### src/rtl/apb_cfg_master.sv
// APB4 initiator: turns one valid/ready command into one SETUP/ACCESS transfer
// with wait-state support and an optional timeout, returning one response pulse.
module apb_cfg_master #(
  parameter int ADDR_W  = 12,
  parameter int DATA_W  = 32,
  parameter int TIMEOUT = 16
) (
  input  logic                clk,
  input  logic                rst_n,
  input  logic                cmd_valid,
  output logic                cmd_ready,
  input  logic                cmd_write,
  input  logic [ADDR_W-1:0]   cmd_addr,
  input  logic [DATA_W-1:0]   cmd_wdata,
  input  logic [DATA_W/8-1:0] cmd_strb,
  output logic                rsp_valid,
  output logic [DATA_W-1:0]   rsp_rdata,
  output logic                rsp_err,
  output logic                rsp_tmo,
  output logic                psel,
  output logic                penable,
  output logic                pwrite,
  output logic [ADDR_W-1:0]   paddr,
  output logic [DATA_W-1:0]   pwdata,
  output logic [DATA_W/8-1:0] pstrb,
  input  logic [DATA_W-1:0]   prdata,
  input  logic                pready,
  input  logic                pslverr
);

  localparam int STRB_W = DATA_W / 8;
  localparam int CNT_W  = (TIMEOUT > 0) ? $clog2(TIMEOUT + 1) : 1;

  typedef enum logic [1:0] {IDLE, SETUP, ACCESS} state_t;

  state_t              r_state;
  logic [CNT_W-1:0]    r_waitCnt;
  logic                r_psel;
  logic                r_penable;
  logic                r_pwrite;
  logic [ADDR_W-1:0]   r_paddr;
  logic [DATA_W-1:0]   r_pwdata;
  logic [STRB_W-1:0]   r_pstrb;
  logic                r_rspValid;
  logic [DATA_W-1:0]   r_rspRdata;
  logic                r_rspErr;
  logic                r_rspTmo;
  logic                w_timeoutHit;

  // Abort on the ACCESS cycle that would take the wait count up to TIMEOUT.
  assign w_timeoutHit = (TIMEOUT > 0) && (r_waitCnt == CNT_W'(TIMEOUT - 1));

  // Gated by rst_n so cmd_ready drops with the reset itself, not a clock later.
  assign cmd_ready = rst_n & (r_state == IDLE);

  always_ff @(posedge clk or negedge rst_n) begin
    if (!rst_n) begin
      r_state    <= IDLE;
      r_waitCnt  <= '0;
      r_psel     <= 1'b0;
      r_penable  <= 1'b0;
      r_pwrite   <= 1'b0;
      r_paddr    <= '0;
      r_pwdata   <= '0;
      r_pstrb    <= '0;
      r_rspValid <= 1'b0;
      r_rspRdata <= '0;
      r_rspErr   <= 1'b0;
      r_rspTmo   <= 1'b0;
    end else begin
      r_rspValid <= 1'b0;
      case (r_state)
        IDLE: begin
          if (cmd_valid) begin
            r_pwrite  <= cmd_write;
            r_paddr   <= cmd_addr;
            r_pwdata  <= cmd_wdata;
            r_pstrb   <= cmd_write ? cmd_strb : '0;
            r_psel    <= 1'b1;
            r_waitCnt <= '0;
            r_state   <= SETUP;
          end
        end
        SETUP: begin
          r_penable <= 1'b1;
          r_state   <= ACCESS;
        end
        ACCESS: begin
          if (pready) begin
            r_psel     <= 1'b0;
            r_penable  <= 1'b0;
            r_rspValid <= 1'b1;
            r_rspErr   <= pslverr;
            r_rspTmo   <= 1'b0;
            r_rspRdata <= r_pwrite ? '0 : prdata;
            r_state    <= IDLE;
          end else if (w_timeoutHit) begin
            r_psel     <= 1'b0;
            r_penable  <= 1'b0;
            r_rspValid <= 1'b1;
            r_rspErr   <= 1'b1;
            r_rspTmo   <= 1'b1;
            r_rspRdata <= '0;
            r_state    <= IDLE;
          end else if (r_waitCnt != '1) begin
            // Saturates rather than wraps when the timeout is disabled.
            r_waitCnt <= r_waitCnt + 1'b1;
          end
        end
        default: r_state <= IDLE;
      endcase
    end
  end

  assign psel      = r_psel;
  assign penable   = r_penable;
  assign pwrite    = r_pwrite;
  assign paddr     = r_paddr;
  assign pwdata    = r_pwdata;
  assign pstrb     = r_pstrb;
  assign rsp_valid = r_rspValid;
  assign rsp_rdata = r_rspRdata;
  assign rsp_err   = r_rspErr;
  assign rsp_tmo   = r_rspTmo;

endmodule

### config.mk
export PLATFORM = sky130hd
export DESIGN_NAME = apb_cfg_master
export DESIGN_NICKNAME = d
export VERILOG_FILES = /design/src/rtl/apb_cfg_master.sv
export SDC_FILE = /design/constraint.sdc
export NUM_CORES = 1
export LEC_CHECK = 0
export BUFFER_PORTS_ARGS = -buffer_cell sky130_fd_sc_hd__buf_4
export CAP_MARGIN = 10
export CORE_MARGIN = 2
export CORE_UTILIZATION = 51
export CTS_BUF_LIST = sky130_fd_sc_hd__clkbuf_8
export CTS_CLUSTER_SIZE = 40
export DETAILED_ROUTE_END_ITERATION = 12
export GPL_TIMING_DRIVEN = 0
export PLACE_DENSITY_LB_ADDON = 0.15
export SETUP_SLACK_MARGIN = 0.3
export SYNTH_ARGS = -nofsm -noshare
export SYNTH_HDL_FRONTEND = slang
export SYNTH_SLANG_ARGS = --single-unit
### constraint.sdc
create_clock -name clk -period 5.4 [get_ports clk]
set_clock_uncertainty 0.2 [all_clocks]
set_input_delay 0.54 -clock clk [delete_from_list [all_inputs] [get_ports clk]]
set_output_delay 0.54 -clock clk [all_outputs]
set_load 0.02 [all_outputs]
==> qor.txt, run 1 <==
crit share post-route: 46.8%
Post-CTS Setup Bufs: 0
vias in the first global route: 2589
hold_ws: -14.5 ps
RSZ-0062 raised after global routing: no
WP buf/inv: 3
Yosys reg bits: 93
Most used DFF post-synth: dfrtp_1
most frequent cell after synthesis: dfrtp_1
crit-path most repeated cell: buf_4
IO Port Bufs: 172
Detail Placement HPWL: 6.03 mm
area grow syn2layout: 46.7%
initial cell density of the core: 52.9%
htree depth: 3
Distinct cells, synth: 30
IO Count: 173
cts hold-fix bufs: 0
synth cell count leaders: dfrtp_1 (93), mux2_2 (45), a22o_1 (32)
CP Cell Sequence: buf_4, buf_12, nor3b_1, buf_4
layout cells sized above 1: 59.3%
LEAKAGE: 2.63 nW
fin area: 0.00527 mm2
post-synthesis sequential area ratio: 64.7%
Final min period: 2530 ps
CTS Buffer Depth: 2
Cell Pwr Density: 621 mW/mm2
peak supply drop: 0.000317 V
critical path required time: 4660 ps
antenna violations before repair: 0
cell count after synthesis: 238
die height: 88.0 um
dpl cell area: 0.00501 mm2
fmax: 396 MHz
GRT Total Usage: 21.0%
max-cap viol count: 0
status: complete, but fails checks
Clock Pin Slew Worst Setup and Hold Paths: 90 ps
CP top delay family: buffers and inverters
drt pass-1 iters: 4
nets: 511
wire length per cell: 15.5 um
syn nets: 327
top post-synthesis cells by area: dfrtp_1 (65%), mux2_2 (14%), a22o_1 (7.8%), buf_6 (2.2%), ha_1 (1.0%)
Final ANT Viol Nets: 0
pin count of the biggest net entering global routing: 95
grt total ovfl: 0
Inserted Diodes: 0
post-cts repair resize count: 0
Placement Rows: 30
arrival time of the worst setup path: 1790 ps
first-pass GRT wire length: 12.3 mm
Iteration-0 DRC Markers: 49
worst slack, placed: 2730 ps
FF-to-FF path depth: 6
setup TNS: 0 ps
clock sinks: 93
Stages on worst setup path: 4
Root Buffer: clkbuf_8
Synthesis Warnings: 0
core area: 0.00679 mm2
Filler cells: 440
dominant cell type by area after synthesis: dfrtp_1
post-route DRC violation count: 0
Least-Margin Pin Slew: 586 ps
CTS tree: yes
Post-Syn Area: 0.00359 mm2
Avg Inst Size Synth: 15.1 um2
Routability Congestion: 0.746
Fin. Hold Viols: 23
DIE AREA: 0.00774 mm2
Worst slew margin: 61.0%
Via density: 4.99
setup ws final: 2870 ps
via count: 2611
number of flops mapped to enable cells by yosys: 0
total clock buffers created by CTS: 9
Yosys top cell area share: 64.7%
crit path launch type: input port
HP Class: input port to asynchronous set/reset pin
Max Slew Vio Count: 0
failing checks: hold timing
CP max FO: 48
Crit. End Element: primary output
endpoints failing setup: 0
Routed WL: 8.10 mm
CP max-delay cell: buf_4
Die X: 88.0 um
clk_lat worst skew: 350 ps
Setup CP Type: input port to primary output
asr flop ratio synth: 100%
Critical Path Max Stage Delay: 470 ps
==> final cells by class <==
type / count / area [um2] / area share, %
Tap cell: 96 / 120 / 2.28
Clock buffer: 10 / 138 / 2.61
Multi-Input combinational cell: 123 / 1120 / 21.2
Buffer: 13 / 114 / 2.16
Inverter: 9 / 33.8 / 0.641
Clock inverter: 6 / 110 / 2.09
Sequential cell: 93 / 2330 / 44.1
Timing Repair Buffer: 173 / 1310 / 24.9
==> metal layers <==
layer	part of all wire (%)	global-route usage [%]	up-vias	wire, um
li1	-	-	1218	-
met1	41	27.6	1249	3350
met2	46	31.7	129	3760
met3	9.9	6.13	15	800
met4	2.3	10.9	0	188
met5	0	0	-	0
==> where the power goes <==
part / internal (W) / total, W / switching [W]
Combinational: 0.000757 / 0.00151 / 0.000755
Clock: 0.000319 / 0.000552 / 0.000232
Sequential: 0.00102 / 0.00121 / 0.000189
Total: 0.00210 / 0.00327 / 0.00118
==> worst paths after layout <==
kind                               from       endpoint  slack, ps
setup / recovery                  rst_n      cmd_ready       2870
hold reg to reg                    psel           psel        290
setup reg to reg           r_waitCnt[0]   r_waitCnt[0]       2970
hold / removal                    rst_n       paddr[6]        -10
max in group asynchronous         rst_n  rsp_rdata[25]       4350
min in group clk             prdata[13]  rsp_rdata[13]        200
==> through the flow <==
step           total power, W  hold WS, ps  std cells  utilization, %
2_1_floorplan         0.00205         44.4        238               -
3_3_place_gp          0.00270          263        506            73.7
3_5_place_dp          0.00274          276        506            73.7
4_1_cts               0.00330          186        522            77.3
5_1_grt               0.00345         18.1        523            77.6
6_report              0.00327        -14.5        523            77.6
==> worst reg2reg max path: stages, from the launching register on <==
cell	delay (ps)
dfrtp_1	410
ha_1	240
and3_1	220
ha_1	260
nor4b_2	420
o21ba_4	260
mux2_4	310
==> registers in the layout, indices dropped and copies added, names as in the netlist <==
| name | cells |
|---|---|
| pwdata | 32 |
| rsp_err | 1 |
| rsp_valid | 1 |
| psel | 1 |
| rsp_tmo | 1 |
| paddr | 12 |
| r_state | 2 |
| r_waitCnt | 5 |
| penable | 1 |
| pstrb | 4 |
| pwrite | 1 |
| rsp_rdata | 32 |
==> cells by family after synthesis <==
logic type               share of synthesized area (%)
AO/OA/AOI/OAI                                     10.7
adder cells (fa/ha/maj)                           1.04
buffers and inverters                             4.11
flip-flops                                        64.7
multiplexers                                      15.2
AND/OR/NAND/NOR                                   4.21
==> cell usage in the layout, fill, tap and decap left out, drive strengths merged, types with 2 or more instances in the layout <==
master	instances
nand2	5
bufinv	3
nor2b	4
dfrtp	93
and3	2
nor3b	2
mux2	47
nand3	4
o21ai	6
a21oi	3
a22o	32
nor2	4
buf	186
clkbuf	10
clkinvlp	2
ha	3
inv	9
Note: power is estimated with default switching activity, not from simulation.
==> run 2, diff against run 1 <==
ABC_AREA = 1   (was not set)
CORE_UTILIZATION = 43   (was 51)
clock period = 2.2 ns   (was 5.4 ns; I/O delays follow)
==> qor.txt, run 2 <==
status: complete, but fails checks
failing checks: hold timing
Setup CP Type: register to register
Yosys reg bits: 93 (unchanged)
layout cells sized above 1: 34.6% (-25 points)
Most used DFF post-synth: dfrtp_1
CTS Buffer Depth: 2 (unchanged)
dominant cell type by area after synthesis: dfrtp_1
RSZ-0062 raised after global routing: yes
clock share of power: 15.4% (-1.4 points)
Final min period: 1880 ps
first-pass GRT wire length: 18.2 mm (+48%)
most frequent cells in the layout: nand2_1 (209), buf_4 (173), dfrtp_1 (93), dlygate4sd3_1 (83), nand3_1 (39)
GRT Total Usage: 23.7% (+2.7 points)
htree depth: 3 (unchanged)
clock sinks: 93 (unchanged)
pin count of the biggest net entering global routing: 95 (unchanged)
CP Cell Sequence: ha_2, nand2_2, nor2_4, ha_4, inv_2, nand2_2, nand2_4, buf_8, clkbuf_16, nand2_1, nand2_1
setup TNS: 0 ps (unchanged)
CP max FO: 7 (-85%)
Routed WL: 11.3 mm (+40%)
crit path launch type: register
CP max-delay cell: dfrtp_1
Max Slew Vio Count: 0 (unchanged)
hold_ws: -255 ps (-241 ps)
antenna violations before repair: 0 (unchanged)
clk_lat worst skew: 350 ps (about the same)
Final ANT Viol Nets: 0 (unchanged)
Root Buffer: clkbuf_8
arrival time of the worst setup path: 1920 ps (+130 ps)
syn nets: 509 (+56%)
endpoints failing setup: 0 (unchanged)
Via density: 4.73 (-5.3%)
DIE AREA: 0.00941 mm2 (+22%)
Reg2Reg Setup Slack: 320 ps (-2650 ps)
Crit. End Element: register
IO Count: 173 (unchanged)
Critical Path Max Stage Delay: 380 ps (-90 ps)
critical path required time: 2240 ps (-2420 ps)
IO Port Bufs: 172 (unchanged)
Routability Congestion: 0.807 (+8.1%)
top post-synthesis cells by area: dfrtp_1 (63%), nand2_1 (23%), nand3_1 (5.4%), buf_2 (1.6%), buf_6 (1.2%)
post-route DRC violation count: 0 (unchanged)
Least-Margin Pin Slew: 831 ps (+245 ps)
peak supply drop: 0.000856 V (+170%)
grt total ovfl: 0 (unchanged)
total clock buffers created by CTS: 9 (unchanged)
Die X: 97.0 um (+10%)
cts hold-fix bufs: 83 (+83)
wire length per cell: 14.1 um (-8.9%)
Yosys top cell area share: 62.6% (-2.2 points)
drt pass-1 iters: 4 (unchanged)
Clock Pin Slew Worst Setup and Hold Paths: 90 ps (about the same)
vias in the first global route: 3815 (+47%)
Synthesis Warnings: 0 (unchanged)
post-synthesis sequential area ratio: 62.6% (-2.2 points)
P_sw: 0.00347 W (+190%)
Logic pwr share: 49.0% (+2.8 points)
Distinct cells, synth: 17 (-43%)
most frequent cell after synthesis: nand2_1
Detail Placement HPWL: 7.04 mm (+17%)
dpl cell area: 0.00514 mm2 (+2.7%)
number of flops mapped to enable cells by yosys: 0 (unchanged)
crit share post-route: 85.4%
fin area: 0.00638 mm2 (+21%)
area grow syn2layout: 71.5%
fmax: 533 MHz
Inserted Diodes: 0 (unchanged)
initial cell density of the core: 44.8% (-8.1 points)
Worst slew margin: 44.6% (-16 points)
Avg Inst Size Synth: 8.85 um2 (-41%)
Filler cells: 563 (+28%)
synth cell count leaders: nand2_1 (226), dfrtp_1 (93), nand3_1 (40)
nets: 780 (+53%)
CTS tree: yes
share of power burned in registers: 35.6% (-1.4 points)
Iteration-0 DRC Markers: 99 (+100%)
asr flop ratio synth: 100% (unchanged)
Fin. Hold Viols: 93 (+300%)
via count: 3785 (+45%)
die height: 97.0 um (+10%)
cell count after synthesis: 420 (+76%)
commonest non-fill, non-tap cell in the layout: nand2_1
Int Pwr: 0.00489 W (+130%)
Placement Rows: 33 (+10%)
HP Class: input port to asynchronous set/reset pin
Cell Pwr Density: 1310 mW/mm2 (+110%)
LEAKAGE: 3.49 nW (+33%)
core area: 0.00830 mm2 (+22%)
switching part of the total: 41.5% (+5.5 points)
Post-Syn Area: 0.00372 mm2 (+3.4%)
max-cap viol count: 0 (unchanged)
## run 2: changes by cell type after synthesis, sizes merged, moves of 3 or more
cell / previous run / this run
buf: 13 / 17
or2: 0 / 3
a22o: 32 / 0
clkbuf: 0 / 3
mux2: 47 / 0
inv: 9 / 12
nor2: 4 / 13
nand2: 5 / 226
nand3: 4 / 40
nor2b: 4 / 0
## run 2: kinds of logic after synthesis
logic type      count (synthesis)  synth area share, %
fa+ha+maj                       3                 1.01
compound gates                 10                 1.41
flops                          93                 62.6
buf+inv                        32                 4.44
simple gates                  282                 30.6
## run 2: per-stage QoR
stage	setup WS, ps	utilization, %	instances	total power, W
after floorplan	441	-	420	0.00498
after global placement	237	61.9	697	0.00665
after detailed placement	163	61.9	697	0.00675
after CTS	295	75.0	797	0.00818
after global routing	240	76.8	801	0.00885
final	322	76.8	801	0.00835
## run 2: path summary, 6_finish.rpt
kind,to,depth (start not counted),startpoint
max,rsp_rdata[14],11,r_waitCnt[1]
min,rsp_rdata[25],1,rst_n
max reg2reg,rsp_rdata[14],11,r_waitCnt[1]
min reg2reg,pwdata[24],2,pwdata[24]
max in group asynchronous,paddr[3],1,rst_n
min in group clk,r_state[1],4,pready
## run 2: worst max-delay path: cells and delay by family (launching register included)
kind	cells	cell delay, ps
simple gates	6	520
fa+ha+maj	2	350
buf+inv	3	330
flops	1	380
## run 2: final cells by class
| type | instances | area, um2 | share of cell area, % |
|---|---|---|---|
| clock buffers | 11 | 151 | 2.37 |
| repair buffers | 260 | 2200 | 34.4 |
| multi-input cells | 295 | 1310 | 20.6 |
| clock inverters | 5 | 73.8 | 1.16 |
| well taps | 105 | 131 | 2.06 |
| flip-flops and latches | 93 | 2330 | 36.5 |
| inverters | 12 | 45.0 | 0.706 |
| plain buffers | 20 | 141 | 2.22 |
## run 2: what timing repair did
item                                    4_1_cts  5_1_grt
setup buffers                                 1        1
endpoints found under the setup margin       40       39
resized for setup                             8       29
hold endpoints to repair                    175       93
gates cloned                                  0        3
pin swaps                                     0       11
## run 2: layer usage
metal	share of wire (%)	GRT usage [%]	vias to the layer above	wire [um]
met5	0	0	-	0
met4	1.8	7.80	0	202
met3	7.4	5.78	19	834
met2	49	40.7	155	5590
met1	41	29.4	1774	4680
li1	-	-	1837	-
## run 2: power groups by stage
stage / logic (W) / registers [W] / clock network (W)
2_1_floorplan: 0.00115 / 0.00383 / 0
3_3_place_gp: 0.00373 / 0.00292 / 0
3_5_place_dp: 0.00380 / 0.00295 / 0
4_1_cts: 0.00396 / 0.00292 / 0.00130
5_1_grt: 0.00441 / 0.00307 / 0.00137
6_report: 0.00409 / 0.00297 / 0.00129
==> run 3, diff against run 2 <==
CORE_UTILIZATION = 52   (was 43)
HOLD_SLACK_MARGIN = 0.1   (was not set)
SKIP_LAST_GASP = 1   (was not set)
clock period = 2.25 ns   (was 2.2 ns; I/O delays follow)
==> qor.txt, run 3 (synthesis results as in run 2) <==
status: complete, but fails checks
failing checks: hold timing
initial cell density of the core: 54.1% (+9.3 points)
final cell count without fillers: 796 (-0.62%)
area of the multi-input gates: 0.00126 mm2 (-4.0%)
IO Port Bufs: 172 (unchanged)
critical path required time: 2280 ps (+40 ps)
Iteration-0 DRC Markers: 219 (+120%)
hold_ws: -270 ps (-14.5 ps)
Routability Congestion: 0.797 (-1.2%)
post-route DRC violation count: 0 (unchanged)
CTS tree: yes
placed cell count: 688 (-1.3%)
overall power: 0.00834 W (-0.13%)
pin count of the biggest net entering global routing: 95 (unchanged)
Critical Path Max Stage Delay: 370 ps (about the same)
area grow syn2layout: 69.6%
vias in the first global route: 4382 (+15%)
most frequent cells in the layout: nand2_1 (222), buf_4 (177), dfrtp_1 (93), dlygate4sd3_1 (85), nand3_1 (39)
CP max FO: 10 (+3)
total clock buffers created by CTS: 9 (unchanged)
Final min period: 1900 ps (+24.8 ps)
Detail Placement HPWL: 6.94 mm (-1.4%)
Via density: 5.21 (+10%)
Final ANT Viol Nets: 0 (unchanged)
IO Count: 173 (unchanged)
Fin. Hold Viols: 93 (unchanged)
via count: 4145 (+9.5%)
Clock Pin Slew Worst Setup and Hold Paths: 90 ps (about the same)
Routed WL: 14.0 mm (+24%)
DIE AREA: 0.00784 mm2 (-17%)
GRT Total Usage: 35.4% (+12 points)
Setup CP Type: register to register
drt pass-1 iters: 5 (+1)
RSZ-0062 raised after global routing: no
max-cap viol count: 0 (unchanged)
nets: 783 (+0.38%)
Placement Rows: 30 (-9.1%)
crit path launch type: register
CP top delay family: simple AND/OR/NAND/NOR gates
peak supply drop: 0.000740 V (-14%)
WP buf/inv: 3 (unchanged)
wire length per cell: 17.6 um (+25%)
commonest non-fill, non-tap cell in the layout: nand2_1
crit share post-route: 84.6% (-0.79 points)
Register Area: 0.00233 mm2 (unchanged)
HP Class: input port to asynchronous set/reset pin
arrival time of the worst setup path: 1930 ps (about the same)
core area: 0.00687 mm2 (-17%)
Root Buffer: clkbuf_8
layout cells sized above 1: 32.8% (-1.9 points)
Least-Margin Pin Slew: 828 ps (-2.70 ps)
setup TNS: 0 ps (unchanged)
clock sinks: 93 (unchanged)
Filler cells: 278 (-51%)
Cell Pwr Density: 1320 mW/mm2 (+1.0%)
clk_lat worst skew: 350 ps (about the same)
Worst slew margin: 44.8% (+0.18 points)
Die X: 88.6 um (-8.7%)
CP max-delay cell: dfrtp_1
die height: 88.6 um (-8.7%)
cts hold-fix bufs: 85 (+2.4%)
endpoints failing setup: 0 (unchanged)
CTS Buffer Depth: 2 (unchanged)
htree depth: 3 (unchanged)
CP Cell Sequence: ha_2, nand2_2, nor2_4, ha_2, inv_1, nand2_2, nand2_4, buf_6, buf_6, nand2_2, nand2_1
Max Slew Vio Count: 0 (unchanged)
first-pass GRT wire length: 20.9 mm (+15%)
crit-path most repeated cell: nand2_2
LEAKAGE: 3.46 nW (-0.76%)
Crit. End Element: register
fmax: 526 MHz (-1.3%)
grt total ovfl: 0 (unchanged)
antenna violations before repair: 0 (unchanged)
[run 3: repair_timing]
item / CTS / global route
cloned: 0 / 0
pin swaps: 0 / 4
resized for setup: 4 / 10
hold endpoints to repair: 177 / 93
endpoints found under the setup margin: 37 / 39
buffers inserted: 1 / 5
[run 3: layer usage]
metal  track usage [%]  wire, um  vias up
li1                  -         -     1840
met1              38.8      5000     1996
met2              63.2      7240      247
met3              9.61      1150       62
met4              17.8       643        0
met5                 0         0        -
[run 3: final cells by class]
| cell class | count | share of cell area (%) |
|---|---|---|
| antenna | 1 | 0.0397 |
| buffer | 20 | 2.02 |
| clock buffer | 11 | 2.40 |
| clock inverter | 5 | 1.31 |
| inverter | 12 | 0.714 |
| multi-input combinational | 295 | 20.0 |
| sequential | 93 | 36.9 |
| tap | 96 | 1.90 |
| timing repair buffer | 263 | 34.7 |
[run 3: metrics by stage]
step	utilization [%]	cell area (um2)	worst slack, ps
after detailed placement	74.7	5130	221
after CTS	90.7	6230	290
after global routing	91.8	6300	263
after global placement	74.7	5130	308
after floorplan	-	3720	491
final	91.8	6310	347
[run 3: path summary, 6_finish.rpt]
kind	depth (start not counted)	endpoint	from	slack, ps
min in group clk	5	pwrite	cmd_valid	140
max	11	rsp_rdata[19]	r_waitCnt[0]	350
max reg2reg	11	rsp_rdata[19]	r_waitCnt[0]	350
min reg2reg	2	pwdata[6]	pwdata[6]	290
max in group asynchronous	1	pwdata[5]	rst_n	1550
min	1	rsp_rdata[30]	rst_n	-270
[run 3: report_power, final]
group | internal (W) | total, W | switching (W) | leakage (nW)
clock network | 0.000687 | 0.00130 | 0.000608 | 0.108
logic | 0.00162 | 0.00410 | 0.00248 | 2.18
registers | 0.00242 | 0.00295 | 0.000525 | 1.17
